$ cat config.mk
export PLATFORM = sky130hd
export DESIGN_NAME = aes_avalon_regs
export DESIGN_NICKNAME = d
export VERILOG_FILES = /design/src/rtl/aes_pkg.sv /design/src/rtl/avl_word_reg.sv /design/src/rtl/aes_avalon_regs.sv
export SDC_FILE = /design/constraint.sdc
export NUM_CORES = 1
export LEC_CHECK = 0
export ABC_AREA = 0
export ABC_CLOCK_PERIOD_IN_PS = 4800
export CAP_MARGIN = 20
export CORE_ASPECT_RATIO = 0.6
export CORE_UTILIZATION = 33
export CTS_CLUSTER_DIAMETER = 60
export DETAILED_ROUTE_END_ITERATION = 10
export GPL_TIMING_DRIVEN = 0
export PLACE_DENSITY = 0.62
export SLEW_MARGIN = 10
export SYNTH_ARGS = -nofsm -noshare
export SYNTH_HDL_FRONTEND = slang
export SYNTH_SLANG_ARGS = --single-unit
$ cat constraint.sdc
create_clock -name CLK -period 4.8 [get_ports CLK]
set_input_delay 0.96 -clock CLK [delete_from_list [all_inputs] [get_ports CLK]]
set_output_delay 0.96 -clock CLK [all_outputs]
set_load 0.01 [all_outputs]
$ cat src/rtl/aes_pkg.sv
// Shared definitions for the AES decryptor register block.
//   - Word addresses of the Avalon register map.
//   - Bit positions inside the CTRL and STATUS words.
//   - Run sequencer state encoding.
package aes_pkg;

  localparam logic [3:0] ADDR_KEY0   = 4'd0;
  localparam logic [3:0] ADDR_ENC0   = 4'd4;
  localparam logic [3:0] ADDR_DEC0   = 4'd8;
  localparam logic [3:0] ADDR_RSVD0  = 4'd12;
  localparam logic [3:0] ADDR_CTRL   = 4'd14;
  localparam logic [3:0] ADDR_STATUS = 4'd15;

  // CTRL write: start request bit.
  localparam int CTRL_START_BIT = 0;

  // STATUS layout: {count[31:16], 13'b0, 0, BUSY, DONE}.
  localparam int STAT_DONE_BIT = 0;
  localparam int STAT_BUSY_BIT = 1;
  localparam int STAT_CNT_LSB  = 16;

  typedef enum logic {
    IDLE = 1'b0,
    RUN  = 1'b1
  } state_e;

endpackage

$ cat src/rtl/avl_word_reg.sv
// One 32-bit software-writable register with per-byte write enables.
//   CLK        system clock
//   RESET      synchronous active-high reset, clears the word
//   we_i       write strobe (already address-decoded)
//   inhibit_i  blocks the write when high (register frozen)
//   be_i       byte enables for wdata_i
//   wdata_i    write data
//   q_o        current register value
module avl_word_reg (
  input  logic        CLK,
  input  logic        RESET,
  input  logic        we_i,
  input  logic        inhibit_i,
  input  logic [3:0]  be_i,
  input  logic [31:0] wdata_i,
  output logic [31:0] q_o
);

  logic [31:0] word_q;

  // NOTE: sequential state is always assigned with <= so every register in
  // the design samples pre-edge values, regardless of process ordering.
  always_ff @(posedge CLK) begin
    if (RESET) begin
      word_q <= '0;
    end else if (we_i && !inhibit_i) begin
      for (int b = 0; b < 4; b++) begin
        if (be_i[b]) word_q[8*b +: 8] <= wdata_i[8*b +: 8];
      end
    end
  end

  assign q_o = word_q;

endmodule

$ cat src/rtl/aes_avalon_regs.sv
// Avalon-MM register file and run sequencer for the AES-128 decryptor.
//   CLK, RESET              clock, synchronous active-high reset
//   AVL_CS/READ/WRITE       Avalon slave strobes (READ/WRITE qualified by CS)
//   AVL_ADDR, AVL_BYTE_EN   word address, write byte enables
//   AVL_WRITEDATA           write data
//   AVL_READDATA            read data, loaded one cycle after the read strobe
//   AES_KEY, AES_MSG_ENC    key and ciphertext to the core (word 0/4 on top)
//   AES_START               run request, high for the whole run
//   AES_DONE, AES_MSG_DEC   core completion and plaintext
// Map: 0-3 KEY, 4-7 MSG_ENC, 8-11 MSG_DEC (RO), 12-13 reserved, 14 CTRL,
// 15 STATUS.
module aes_avalon_regs
  import aes_pkg::*;
#(
  parameter int CNT_W = 16
) (
  input  logic         CLK,
  input  logic         RESET,
  input  logic         AVL_CS,
  input  logic         AVL_READ,
  input  logic         AVL_WRITE,
  input  logic [3:0]   AVL_ADDR,
  input  logic [3:0]   AVL_BYTE_EN,
  input  logic [31:0]  AVL_WRITEDATA,
  output logic [31:0]  AVL_READDATA,
  output logic [127:0] AES_KEY,
  output logic [127:0] AES_MSG_ENC,
  output logic         AES_START,
  input  logic         AES_DONE,
  input  logic [127:0] AES_MSG_DEC
);

  logic wr_en;
  logic rd_en;
  logic busy;
  logic start_req;
  logic done_clr;

  assign wr_en = AVL_CS & AVL_WRITE;
  assign rd_en = AVL_CS & AVL_READ;

  assign start_req = wr_en && (AVL_ADDR == ADDR_CTRL) &&
                     AVL_BYTE_EN[0] && AVL_WRITEDATA[CTRL_START_BIT];
  assign done_clr  = wr_en && (AVL_ADDR == ADDR_STATUS) &&
                     AVL_BYTE_EN[0] && AVL_WRITEDATA[STAT_DONE_BIT];

  // ---------------------------------------------------------------------------
  // Key and ciphertext words; frozen while a run is in progress so the core
  // sees stable operands.
  // ---------------------------------------------------------------------------
  logic [31:0] word_q [8];

  for (genvar i = 0; i < 8; i++) begin : g_word
    avl_word_reg u_word (
      .CLK       (CLK),
      .RESET     (RESET),
      .we_i      (wr_en && (AVL_ADDR == 4'(i))),
      .inhibit_i (busy),
      .be_i      (AVL_BYTE_EN),
      .wdata_i   (AVL_WRITEDATA),
      .q_o       (word_q[i])
    );
  end

  assign AES_KEY     = {word_q[0], word_q[1], word_q[2], word_q[3]};
  assign AES_MSG_ENC = {word_q[4], word_q[5], word_q[6], word_q[7]};

  // ---------------------------------------------------------------------------
  // Run sequencer
  // ---------------------------------------------------------------------------
  state_e           state_q, state_d;
  logic             done_q, done_d;
  logic [CNT_W-1:0] cnt_q, cnt_d;
  logic             capture;

  assign busy = (state_q == RUN);

  // NOTE: every signal written here gets a default first, so no path leaves
  // a value unassigned and no latch is inferred.
  always_comb begin
    state_d   = state_q;
    done_d    = done_q;
    cnt_d     = cnt_q;
    capture   = 1'b0;
    AES_START = 1'b0;

    if (done_clr) done_d = 1'b0;

    case (state_q)
      IDLE: begin
        // A start wins over a same-cycle DONE clear; both clear DONE anyway.
        if (start_req) begin
          state_d = RUN;
          done_d  = 1'b0;
          cnt_d   = '0;
        end
      end
      RUN: begin
        AES_START = 1'b1;
        if (cnt_q != '1) cnt_d = cnt_q + CNT_W'(1);
        if (AES_DONE) begin
          capture = 1'b1;
          done_d  = 1'b1;
          state_d = IDLE;
        end
      end
      default: state_d = IDLE;
    endcase
  end

  always_ff @(posedge CLK) begin
    if (RESET) begin
      state_q <= IDLE;
      done_q  <= 1'b0;
      cnt_q   <= '0;
    end else begin
      state_q <= state_d;
      done_q  <= done_d;
      cnt_q   <= cnt_d;
    end
  end

  // ---------------------------------------------------------------------------
  // Plaintext capture; AES_DONE outside RUN never reaches here.
  // ---------------------------------------------------------------------------
  logic [31:0] dec_q [4];

  // NOTE: this small array is reset explicitly because software must read 0
  // from the plaintext words after reset; it maps to flops, not RAM.
  always_ff @(posedge CLK) begin
    if (RESET) begin
      for (int w = 0; w < 4; w++) dec_q[w] <= '0;
    end else if (capture) begin
      for (int w = 0; w < 4; w++) dec_q[w] <= AES_MSG_DEC[127-32*w -: 32];
    end
  end

  // ---------------------------------------------------------------------------
  // Read path: registered, built from pre-edge state so a same-cycle write
  // returns the old value.
  // ---------------------------------------------------------------------------
  logic [31:0] rd_word;
  logic [31:0] rdata_q;

  always_comb begin
    rd_word = '0;
    if (AVL_ADDR < ADDR_DEC0) begin
      rd_word = word_q[AVL_ADDR[2:0]];
    end else if (AVL_ADDR < ADDR_RSVD0) begin
      rd_word = dec_q[AVL_ADDR[1:0]];
    end else if (AVL_ADDR == ADDR_CTRL) begin
      rd_word = {31'b0, busy};
    end else if (AVL_ADDR == ADDR_STATUS) begin
      rd_word[31:STAT_CNT_LSB]  = 16'(cnt_q);
      rd_word[STAT_BUSY_BIT]    = busy;
      rd_word[STAT_DONE_BIT]    = done_q;
    end
  end

  always_ff @(posedge CLK) begin
    if (RESET) begin
      rdata_q <= '0;
    end else if (rd_en) begin
      rdata_q <= rd_word;
    end
  end

  assign AVL_READDATA = rdata_q;

endmodule

==> results.txt <==
- The slowest stage of the critical path belongs to the cell sky130_fd_sc_hd__buf_1.
* Fraction of registers with async set/reset: 0%
- Share of the yosys chip area belonging to registers: 52.1%
- Ys Warns: 0
- The top cell type by area accounts for 32.0% of the synthesized area.
- The post-route netlist has 9.79% of its cells at a drive strength greater than 1.
* DP Wirelength: 60700 um
- Worst hold path class: register to register
- Across the run, the number of max-cap violations was 0.
- The analysis attributes to cell leakage a power of 8.75 nW.
- After detailed routing, the number of remaining DRC violations is 0.
- Vias post-DR: 16.6k
- Std cell rows: 67
* Mean routed wirelength per cell: 25.9 um
- Setup repair after global routing missed its margin: no
- At the worst endpoint, the arrival time is 4040 ps.
* Post-synth design cell area: 0.0191 mm2
- Synth top cells by count: sky130_fd_sc_hd__dfxtp_1, sky130_fd_sc_hd__mux2i_1, sky130_fd_sc_hd__nor2_1, sky130_fd_sc_hd__nand2_1, sky130_fd_sc_hd__and2_1
* Count of flip-flops with a built-in enable after synthesis: 128
* Yosys top cell by area: sky130_fd_sc_hd__dfxtp_1
- Pwr Total: 8.16 mW
* Drt first-iter violations: 1589
* Number of hold buffers added after cts: 0
* Power Density: 314 mW/mm2
- GRT Overall Usage: 25.8%
- The run finished with clean final reports.
* Mapped Cells: 1786
* Final min period: 3620 ps
- Largest net degree at the start of global routing: 57
* Final Hold Viols: 0
- Detail Route Antenna Nets: 0
- Via count of the first global-routing pass: 16.0k
* Avg Inst Size Synth: 10.7 um2
- Total congestion overflow after global routing: 0
* Crit path max-delay family: buffers and inverters
- The clock net in this run drives a total of 434 sinks.
- After clock tree synthesis, the repair step resized 0 gates.
- Utilization after layout: 45.9%
* Cell Chain, Critical Path: clkdlybuf4s50_1 -> buf_2 -> buf_1 -> mux4_2 -> mux2i_1 -> nor2_1 -> a2111oi_0 -> nor3_1
* Wire length after detailed routing: 79200 um
* Clk Latency, worst-skew pair: 580 ps
- For the pin with the worst max-slew slack, the measured transition is 1110 ps.
- Post-placement setup slack: 716 ps
- H-tree levels: 2
* Startpoint types: input port
- STA puts the critical path data required time at 5220 ps.
* Count of final setup violators: 0
- Once the floorplan was initialized, standard cells occupied 33.8% of the core.
- Commonest register cell after synthesis: sky130_fd_sc_hd__dfxtp_1
* Maximum count of clock buffers along a single path: 3
* Clock transition time at the flip-flop clock pins of the worst setup and hold paths: 70 ps
* TritonCTS clock tree: built
- Once the clock tree was built, the setup fixing pass inserted 0 buffers.
- Cell Count, Final, Fillers Out: 3062
- After synthesis, the netlist uses 47 different library cells.
- The first detailed-routing pass took 5 iterations.
- The number of buffers and inverters on the critical path is 3.
* Kind of end point of the critical path: register
- The die is 189 um tall.
- Across the VDD grid, the largest voltage drop is 0.000275 V.
* Path type of the worst setup path: input port to register
- Final instance area: 0.0260 mm2
- The root buffer cell chosen for the clock tree is sky130_fd_sc_hd__clkbuf_16.
- Area overhead of the layout relative to synthesis: 35.7%
* Peak Freq: 0.276 GHz
- The number of nets in the synthesized netlist is 1961.
* Worst-case headroom to the max-slew limit: 25.7%
- Initial antenna violation count: 4
- Io pins: 463
- At the end of routability-driven placement, the weighted congestion stood at 0.903.
* Sum Neg Setup Slack: 0 ps
- Max incr delay on CP: 770 ps
- Worst Path Max Fanout: 10
- The clock arrives with 35.2 ps of skew.
- Die X: 313 um
- The first global-routing pass estimated 111000 um of wire.
- Most frequent cell after synthesis: sky130_fd_sc_hd__dfxtp_1
- Final net count: 2437
* Min Hold Slack: 482 ps
- Cell Area, Placed: 0.0244 mm2
- In this run, synthesis produced a sequential element count of 434.
- The region available for standard cell placement spans 0.0566 mm2.
- Ranking of synthesized cells by area: sky130_fd_sc_hd__dfxtp_1, sky130_fd_sc_hd__edfxtp_1, sky130_fd_sc_hd__mux2i_1, sky130_fd_sc_hd__mux4_2, sky130_fd_sc_hd__and2_1
- TritonCTS created 45 clock buffers.
- The final count of pins violating max slew was 0.
- Dividing the detail-routed via count by the number of cells gives 5.41.
- Post-layout worst setup margin: 1180 ps
- Final critical-path share of the clock period: 75.5%
- Input and output buffers added on the ports amount to 427.
- Total Die Area: 0.0590 mm2
* Cell total after placement: 2974
power breakdown:
| part | leakage, nW | switching (mW) | internal, mW |
|---|---|---|---|
| Combinational | 4.20 | 0.386 | 0.265 |
| Sequential | 3.79 | 0.0286 | 3.83 |
| Clock | 0.755 | 1.57 | 2.09 |
layout by cell type (no fill, tap or decap), types with 3 or more instances in the layout:
| cell | Yosys | routed |
|---|---|---|
| sky130_fd_sc_hd__a211oi_1 | 15 | 15 |
| sky130_fd_sc_hd__clkinv_2 | 0 | 7 |
| sky130_fd_sc_hd__buf_2 | 37 | 37 |
| sky130_fd_sc_hd__nand4_1 | 5 | 5 |
| sky130_fd_sc_hd__nand3_1 | 92 | 92 |
| sky130_fd_sc_hd__and2_1 | 131 | 131 |
| sky130_fd_sc_hd__o21ai_0 | 39 | 39 |
| sky130_fd_sc_hd__and3_1 | 5 | 5 |
| sky130_fd_sc_hd__mux2i_1 | 196 | 196 |
| sky130_fd_sc_hd__nor2b_1 | 35 | 35 |
| sky130_fd_sc_hd__mux4_2 | 79 | 79 |
| sky130_fd_sc_hd__nor2_1 | 196 | 196 |
| sky130_fd_sc_hd__or3_1 | 5 | 5 |
| sky130_fd_sc_hd__nor3_1 | 33 | 33 |
| sky130_fd_sc_hd__a21oi_1 | 121 | 121 |
| sky130_fd_sc_hd__o211ai_1 | 4 | 4 |
| sky130_fd_sc_hd__o22ai_1 | 31 | 31 |
| sky130_fd_sc_hd__clkdlybuf4s50_1 | 0 | 427 |
| sky130_fd_sc_hd__nor3_4 | 4 | 4 |
| sky130_fd_sc_hd__clkbuf_8 | 0 | 11 |
| sky130_fd_sc_hd__clkbuf_1 | 114 | 123 |
| sky130_fd_sc_hd__and4_1 | 3 | 3 |
| sky130_fd_sc_hd__dfxtp_1 | 306 | 306 |
| sky130_fd_sc_hd__edfxtp_1 | 128 | 128 |
| sky130_fd_sc_hd__buf_4 | 4 | 4 |
| sky130_fd_sc_hd__nor2_2 | 13 | 13 |
| sky130_fd_sc_hd__a2111oi_0 | 17 | 17 |
| sky130_fd_sc_hd__bufinv_16 | 0 | 3 |
| sky130_fd_sc_hd__clkbuf_16 | 0 | 45 |
| sky130_fd_sc_hd__xor2_1 | 5 | 5 |
| sky130_fd_sc_hd__clkinv_8 | 0 | 4 |
| sky130_fd_sc_hd__diode_2 | 0 | 4 |
| sky130_fd_sc_hd__nand2_1 | 137 | 137 |
cell type report:
type | count | area, um2
Antenna cell | 4 | 10.0
Buffer | 159 | 673
Clock buffer | 66 | 1320
Clock inverter | 18 | 223
Fill cell | 5338 | 30600
Inverter | 2 | 7.51
Multi-Input combinational cell | 1191 | 8490
Sequential cell | 434 | 9970
Tap cell | 759 | 950
Timing Repair Buffer | 429 | 4330
cells by family (layout without fill, tap and decap cells):
| kind of cell | Yosys count | after routing | share of synthesized area (%) |
|---|---|---|---|
| and+or+nand+nor | 675 | 675 | 17.4 |
| buffers and inverters | 161 | 674 | 3.56 |
| adders and majority gates | 1 | 1 | 0.0654 |
| AOI/OAI and AO/OA | 234 | 234 | 7.10 |
| xor gates and xnor gates | 6 | 6 | 0.275 |
| other | 0 | 4 | 0 |
| DFF | 434 | 434 | 52.1 |
| muxes | 275 | 275 | 19.5 |
sequential cells by signal (all words and copies together), names as in the netlist:
signal             count
AVL_READDATA          32
cnt_q                 16
busy                   1
done_q                 1
g_word.u_word.q_o    256
dec_q                128
worst paths after layout:
| kind | from | cells past startpoint | slack [ps] | endpoint |
|---|---|---|---|---|
| setup / recovery | AVL_ADDR[2] | 8 | 1180 | AVL_READDATA[19]$_SDFFE_PP0P_ |
| hold / removal | done_q$_SDFF_PP0_ | 2 | 480 | done_q$_SDFF_PP0_ |
| setup reg to reg | busy$_SDFF_PP0_ | 7 | 2200 | g_word[6].u_word.q_o[3]$_SDFFE_PP0P_ |
| hold reg to reg | done_q$_SDFF_PP0_ | 2 | 480 | done_q$_SDFF_PP0_ |
worst register-to-register path: stages, from the launching register on:
cell	delay [ps]
sky130_fd_sc_hd__dfxtp_1	330
sky130_fd_sc_hd__buf_2	190
sky130_fd_sc_hd__and4b_1	380
sky130_fd_sc_hd__nand2_1	160
sky130_fd_sc_hd__clkbuf_1	320
sky130_fd_sc_hd__nor2_2	730
sky130_fd_sc_hd__mux2i_1	300
sky130_fd_sc_hd__nor2_1	60
per-layer routing:
metal / up-vias / global-route usage, % / wire length, um / part of all wire (%)
met5: - / 0 / 0 / 0
met4: 0 / 5.70 / 1620 / 2.0
met3: 98 / 6.82 / 7900 / 10
met2: 841 / 39.4 / 35200 / 44
met1: 8311 / 36.5 / 34500 / 44
li1: 7301 / - / - / -
Power figures use the tool's default switching activity.
